===== src/rtl/inst_fetch_unit_if.sv =====
// Purpose : Bundles the instruction fetch unit's datapath-side handshake and
//           instruction-memory bus into one interface.
// Modports: master - the fetch unit (drives inst_*, mem_req/mem_addr)
//           slave  - the environment (datapath + instruction memory)
// Signals : redirect/redirect_pc  next-PC override from the datapath
//           inst_valid/inst_ready handshake with {inst, inst_pc} payload
//           mem_req/mem_gnt/mem_addr request channel, mem_rvalid/mem_rdata return
`timescale 1ns/1ps
interface inst_fetch_unit_if;
    logic        redirect;
    logic [31:0] redirect_pc;
    logic        inst_ready;
    logic        inst_valid;
    logic [31:0] inst;
    logic [31:0] inst_pc;
    logic        mem_req;
    logic [31:0] mem_addr;
    logic        mem_gnt;
    logic        mem_rvalid;
    logic [31:0] mem_rdata;

    modport master (
        input  redirect, redirect_pc, inst_ready, mem_gnt, mem_rvalid, mem_rdata,
        output inst_valid, inst, inst_pc, mem_req, mem_addr
    );

    modport slave (
        output redirect, redirect_pc, inst_ready, mem_gnt, mem_rvalid, mem_rdata,
        input  inst_valid, inst, inst_pc, mem_req, mem_addr
    );
endinterface


===== src/rtl/inst_fetch_unit.sv =====
// Purpose : Instruction fetch front end. Generates sequential fetch PCs, issues
//           word reads to a variable-latency instruction memory, pairs each
//           returned word with its PC and buffers it in order for the datapath.
//           A redirect loads a new fetch PC and discards everything in flight.
// Ports   : clk  - rising-edge clock
//           rst  - asynchronous, active-low reset
//           bus  - inst_fetch_unit_if.master (redirect, instruction handshake,
//                  instruction-memory request/return)
`timescale 1ns/1ps
module inst_fetch_unit #(
    parameter int          DEPTH    = 2,
    parameter logic [31:0] RESET_PC = 32'h0
) (
    input logic               clk,
    input logic               rst,
    inst_fetch_unit_if.master bus
);
    localparam int          CW  = $clog2(DEPTH + 1);
    localparam int          PW  = (DEPTH > 1) ? $clog2(DEPTH) : 1;
    localparam logic [CW:0] CAP = (CW + 1)'(DEPTH);

    // Scalar state
    logic [31:0]   fetch_pc_q, fetch_pc_d;
    logic [CW-1:0] out_q,      out_d;      // granted, not yet returned
    logic [CW-1:0] drop_q,     drop_d;     // returns still to be discarded
    logic [CW-1:0] count_q,    count_d;    // buffered words

    // Tag FIFO (PCs of live requests) and instruction buffer
    logic [PW-1:0] tag_wr_q, tag_rd_q, buf_wr_q, buf_rd_q;
    logic [31:0]   tag_pc_q   [DEPTH];
    logic [31:0]   buf_pc_q   [DEPTH];
    logic [31:0]   buf_data_q [DEPTH];

    logic        redirect;
    logic [31:0] target_pc;
    logic [1:0]  unused_pc_lsbs;
    logic        rsp, drop, push, pop, grant;
    logic [CW:0] used;

    function automatic logic [PW-1:0] ptr_inc(input logic [PW-1:0] p);
        return (p == PW'(DEPTH - 1)) ? '0 : p + 1'b1;
    endfunction

    assign redirect       = bus.redirect;
    assign target_pc      = {bus.redirect_pc[31:2], 2'b00};
    assign unused_pc_lsbs = bus.redirect_pc[1:0];

    // A return with nothing outstanding is spurious and ignored.
    assign rsp  = bus.mem_rvalid && (out_q != '0);
    assign drop = rsp && (drop_q != '0);
    assign push = rsp && (drop_q == '0) && !redirect;
    assign pop  = (count_q != '0) && bus.inst_ready && !redirect;

    // Slots committed to in-flight plus buffered words. A head entry leaving
    // this cycle frees its slot, which keeps a single-cycle memory streaming
    // one instruction per cycle; the buffer can still never overflow.
    assign used        = {1'b0, out_q} + {1'b0, count_q} - {{CW{1'b0}}, pop};
    assign bus.mem_req = rst && !redirect && (used < CAP);
    assign grant       = bus.mem_req && bus.mem_gnt;

    assign bus.mem_addr   = fetch_pc_q;
    assign bus.inst_valid = (count_q != '0);
    assign bus.inst       = buf_data_q[buf_rd_q];
    assign bus.inst_pc    = buf_pc_q[buf_rd_q];

    always_comb begin
        // NOTE: every variable gets a default first so no path leaves it unassigned (no latch).
        fetch_pc_d = grant ? fetch_pc_q + 32'd4 : fetch_pc_q;
        out_d      = out_q + CW'(grant) - CW'(rsp);
        drop_d     = drop_q - CW'(drop);
        count_d    = count_q + CW'(push) - CW'(pop);
        if (redirect) begin
            // No grant can occur here, so every request still in flight after
            // this edge (already-dropped ones included) is discarded: the drop
            // count becomes exactly the post-edge in-flight count.
            fetch_pc_d = target_pc;
            drop_d     = out_q - CW'(rsp);
            count_d    = '0;
        end
    end

    always_ff @(posedge clk or negedge rst) begin
        if (!rst) begin
            fetch_pc_q <= RESET_PC;
            out_q      <= '0;
            drop_q     <= '0;
            count_q    <= '0;
        end else begin
            // NOTE: sequential state uses non-blocking assignments so all registers update together.
            fetch_pc_q <= fetch_pc_d;
            out_q      <= out_d;
            drop_q     <= drop_d;
            count_q    <= count_d;
        end
    end

    always_ff @(posedge clk or negedge rst) begin
        if (!rst) begin
            tag_wr_q <= '0;
            tag_rd_q <= '0;
            buf_wr_q <= '0;
            buf_rd_q <= '0;
            // NOTE: the buffer is only DEPTH entries and drives inst/inst_pc directly,
            // so it is reset to give defined (zero) outputs out of reset.
            for (int i = 0; i < DEPTH; i++) begin
                tag_pc_q[i]   <= '0;
                buf_pc_q[i]   <= '0;
                buf_data_q[i] <= '0;
            end
        end else if (redirect) begin
            tag_wr_q <= '0;
            tag_rd_q <= '0;
            buf_wr_q <= '0;
            buf_rd_q <= '0;
        end else begin
            if (grant) begin
                tag_pc_q[tag_wr_q] <= fetch_pc_q;
                tag_wr_q           <= ptr_inc(tag_wr_q);
            end
            if (push) begin
                buf_pc_q[buf_wr_q]   <= tag_pc_q[tag_rd_q];
                buf_data_q[buf_wr_q] <= bus.mem_rdata;
                buf_wr_q             <= ptr_inc(buf_wr_q);
                tag_rd_q             <= ptr_inc(tag_rd_q);
            end
            if (pop) begin
                buf_rd_q <= ptr_inc(buf_rd_q);
            end
        end
    end
endmodule

===== src/flat_wrapper.sv =====
// flat-port wrapper written by rule: the top's interface ports become plain ports
module inst_fetch_unit_flat 
#(
    parameter int          DEPTH    = 2,
    parameter logic [31:0] RESET_PC = 32'h0
)
  (clk, rst, bus_redirect, bus_redirect_pc, bus_inst_ready, bus_mem_gnt, bus_mem_rvalid, bus_mem_rdata, bus_inst_valid, bus_inst, bus_inst_pc, bus_mem_req, bus_mem_addr);
  inst_fetch_unit_if bus_i ();
  input logic clk;
  input logic rst;
  input wire logic [$bits(bus_i.redirect)-1:0] bus_redirect;
  input wire logic [$bits(bus_i.redirect_pc)-1:0] bus_redirect_pc;
  input wire logic [$bits(bus_i.inst_ready)-1:0] bus_inst_ready;
  input wire logic [$bits(bus_i.mem_gnt)-1:0] bus_mem_gnt;
  input wire logic [$bits(bus_i.mem_rvalid)-1:0] bus_mem_rvalid;
  input wire logic [$bits(bus_i.mem_rdata)-1:0] bus_mem_rdata;
  output wire logic [$bits(bus_i.inst_valid)-1:0] bus_inst_valid;
  output wire logic [$bits(bus_i.inst)-1:0] bus_inst;
  output wire logic [$bits(bus_i.inst_pc)-1:0] bus_inst_pc;
  output wire logic [$bits(bus_i.mem_req)-1:0] bus_mem_req;
  output wire logic [$bits(bus_i.mem_addr)-1:0] bus_mem_addr;
  assign bus_i.redirect = bus_redirect;
  assign bus_i.redirect_pc = bus_redirect_pc;
  assign bus_i.inst_ready = bus_inst_ready;
  assign bus_i.mem_gnt = bus_mem_gnt;
  assign bus_i.mem_rvalid = bus_mem_rvalid;
  assign bus_i.mem_rdata = bus_mem_rdata;
  assign bus_inst_valid = bus_i.inst_valid;
  assign bus_inst = bus_i.inst;
  assign bus_inst_pc = bus_i.inst_pc;
  assign bus_mem_req = bus_i.mem_req;
  assign bus_mem_addr = bus_i.mem_addr;
  inst_fetch_unit #(.DEPTH(DEPTH), .RESET_PC(RESET_PC)) u_core (.clk(clk), .rst(rst), .bus(bus_i));
endmodule

===== config.mk =====
export PLATFORM = sky130hd
export DESIGN_NAME = inst_fetch_unit_flat
export DESIGN_NICKNAME = d
export VERILOG_FILES = /design/src/rtl/inst_fetch_unit_if.sv /design/src/rtl/inst_fetch_unit.sv /design/src/flat_wrapper.sv
export SDC_FILE = /design/constraint.sdc
export NUM_CORES = 1
export LEC_CHECK = 0
export BUFFER_PORTS_ARGS = -buffer_cell sky130_fd_sc_hd__buf_2
export CORE_MARGIN = 2
export CORE_UTILIZATION = 50
export CTS_CLUSTER_SIZE = 24
export DETAILED_ROUTE_END_ITERATION = 8
export PLACE_DENSITY = 0.74
export SYNTH_ARGS = -nofsm -noshare
export SYNTH_HDL_FRONTEND = slang
export SYNTH_SLANG_ARGS = --single-unit
export TNS_END_PERCENT = 30

===== constraint.sdc =====
create_clock -name clk -period 6.6 [get_ports clk]
set_input_delay 0.33 -clock clk [delete_from_list [all_inputs] [get_ports clk]]
set_output_delay 0.33 -clock clk [all_outputs]
set_load 0.1 [all_outputs]

==> flow_summary.yaml <==
route:
  post_drt_via_cell_ratio: 5.410
  wl_mm: 22.65
  firstDrtPassIters: 4
  drt_iter0_drc: 374
  wl_per_cell_um: 17.88
  num_vias: 6854
  drc: 0
  drt.antenna.violating_nets: 0
floorplan:
  core_area_mm2: 0.02017
  initial_core_util_pct: 50.78
  ios: 168
  rows: 52
  dieWidth_um: 147.1
  die_h_um: 147.1
  die-area_mm2: 0.02165
synth:
  synth_top_area_share_pct: 54.73
  synth_top_cell_by_area: "dfrtp_1"
  synthCells: 838
  synth.distinct_cells: 52
  avgSynthCellArea_um2: 12.22
  synthesis.area_mm2: 0.01024
  ys_top_cells_by_area: "dfrtp_1, mux2_2, mux2i_1"
  synth-edff-count: 0
  synth_seq_area_share_pct: 54.73
  ys.warnings.count: 0
  async_flop_share_pct: 100.0
  synth.ff_latch_count: 224
  ys_top_cells_by_count: "dfrtp_1, mux2_2, nand2_1, nor2_1, o21ai_0"
  yosys.cell_count.top_type: "dfrtp_1"
  ys.flop_type: "dfrtp_1"
timing:
  hold_viol_final: 0
  slew_violations: 0
  relSlewSlack_pct: 25.66
  finalSetupViolCount: 0
  clock_skew_ns: 0.01460
  worst_pin_slew_ns: 1.115
  rsz0062_at_grt: "no"
  fmax_ghz: 0.2396
  finalCriticalPeriod_ns: 4.174
  post-route-period-util_pct: 63.24
  setup_tns_ns: 0
critical_path:
  cp-startpoint: "u_core.count_q[0]"
  crit_type: "reg -> reg"
  rr_startpoint: "u_core.count_q[0]"
  cp_data_required_time_ns: 7.00
  worstSetupEndpointType: "flip-flop"
  arrival_ns: 4.58
  critical_path.startpoint_type: "flip-flop"
  crit_fanout: 23
placed_design:
  gp_congestion: 0.8247
  dp_hpwl_mm: 14.26
  portBuffers: 161
global_route:
  grt_overflow_total: 0
  grt_pass1_vias: 6996
  grt_use_total_pct: 20.96
  grt_max_degree: 93
  antenna_found_initial: 0
  grt_pass1_wl_mm: 36.72
layout:
  nFillCells: 1679
  diodes: 0
  drive_above_1_share_pct: 40.42
  nNetsFinal: 1057
  area_delta_synth_final_pct: 17.57
clocking:
  clock-sinks: 224
  path_clk_slew_ns: 0.06
  clkLatencyLatePin_ns: 0.51
  clockRootBuffer: "clkbuf_16"
  cts_buffer_depth: 3
  htreeDepth: 1
  cts_buffers: 24
  cts_tree: "yes"
status:
  status: "finished clean"
run:
  max-cap-violations: 0
min_path:
  hold_class: "in -> reg"
  min-delay-start: "bus_redirect_pc[14]"
==> state kept, by name (all words and copies together), names as in the netlist <==
register,count
u_core.out_q,2
u_core.buf_rd_q,1
u_core.tag_pc_q,60
u_core.tag_rd_q,1
u_core.drop_q,2
u_core.buf_pc_q,60
u_core.tag_wr_q,1
u_core.buf_data_q,64
u_core.count_q,2
u_core.bus.mem_addr,30
u_core.buf_wr_q,1
==> what timing repair did <==
item                       CTS  global route
setup buffers                0             0
hold buffers                 1             0
hold endpoints to repair    85             0
resized for setup            0             0
setup endpoints to repair    0             0
==> cells by family (layout without fill, tap and decap cells) <==
logic type	count (synthesis)	after routing	synth area share (%)
and+or+nand+nor	184	184	8.515
muxes	216	216	24.05
buffers and inverters	72	228	3.567
xor gates and xnor gates	10	10	0.9284
adders and majority gates	8	8	1.051
other	1	4	0.03661
DFF	224	224	54.73
AOI/OAI and AO/OA	123	123	7.122
==> layout make-up <==
type                       instances  area, um^2  share of cell area [%]
tap                              270       337.8                   2.805
timing repair buffer             168       870.8                   7.232
clock buffer                      34       709.4                   5.892
clock inverter                    10       152.6                   1.268
inverter                          16       62.56                  0.5195
multi-input combinational        545        4300                   35.71
sequential                       224        5608                   46.57
==> placed cells by master, fill, tap and decap left out, types with 6 or more instances in the layout <==
| cell type | instances |
|---|---|
| nand2_1 | 76 |
| dfrtp_1 | 222 |
| nor2_1 | 51 |
| clkbuf_16 | 25 |
| inv_1 | 14 |
| o211ai_1 | 11 |
| o21ai_0 | 46 |
| ha_1 | 7 |
| a21oi_1 | 35 |
| buf_4 | 6 |
| mux2_2 | 157 |
| mux2i_1 | 35 |
| nand4_1 | 14 |
| mux2_4 | 20 |
| buf_2 | 160 |
| nand3_1 | 13 |
==> per-layer routing <==
layer  vias up  wire (um)  global-route usage, %
met5         -          0                      0
met4         0        329                  5.000
met3        25       1174                  3.292
met2       186      10740                  34.98
met1      3397      10410                  29.06
li1       3246          -                      -
==> final timing paths <==
kind	end	slack, ns	cells past startpoint
setup / recovery	u_core.bus.mem_addr[13]	2.43	11
hold / removal	u_core.bus.mem_addr[14]	0.04	2
setup reg to reg	u_core.bus.mem_addr[13]	2.43	11
hold reg to reg	u_core.buf_pc_q[6]	0.47	2
max in group asynchronous	u_core.tag_pc_q[4]	4.67	3
min in group asynchronous	u_core.buf_data_q[52]	0.43	2
==> critical path, cell delays in order (launching register included) <==
cell and delay [ns]:
dfrtp_1 0.39, or2_2 0.31, nand2_1 0.13, nor3_1 0.10, o21ai_0 0.28, fa_1 0.53
nand4b_4 0.15, or2_1 0.71, inv_4 0.24, nor2_1 0.86, o21ai_0 0.22, o311ai_1 0.14
==> metrics by stage <==
| step | cells | area [um^2] | utilization [%] | setup slack (ns) | hold WS, ns |
|---|---|---|---|---|---|
| final | 1267 | 12040 | 59.70 | 2.426 | 0.04035 |
| after CTS | 1267 | 12040 | 59.70 | 2.476 | 0.02505 |
| after global routing | 1267 | 12040 | 59.70 | 2.189 | 0.03481 |
| after floorplan | 841 | 10250 | - | 2.183 | 0.03441 |
| after global placement | 1222 | 11170 | 55.38 | 2.497 | 0.3852 |
| after detailed placement | 1222 | 11170 | 55.38 | 2.308 | 0.3917 |
Power is left out: the tool's default activity adds up to more than one toggle a clock period on the data nets, which glitch-free logic cannot reach.
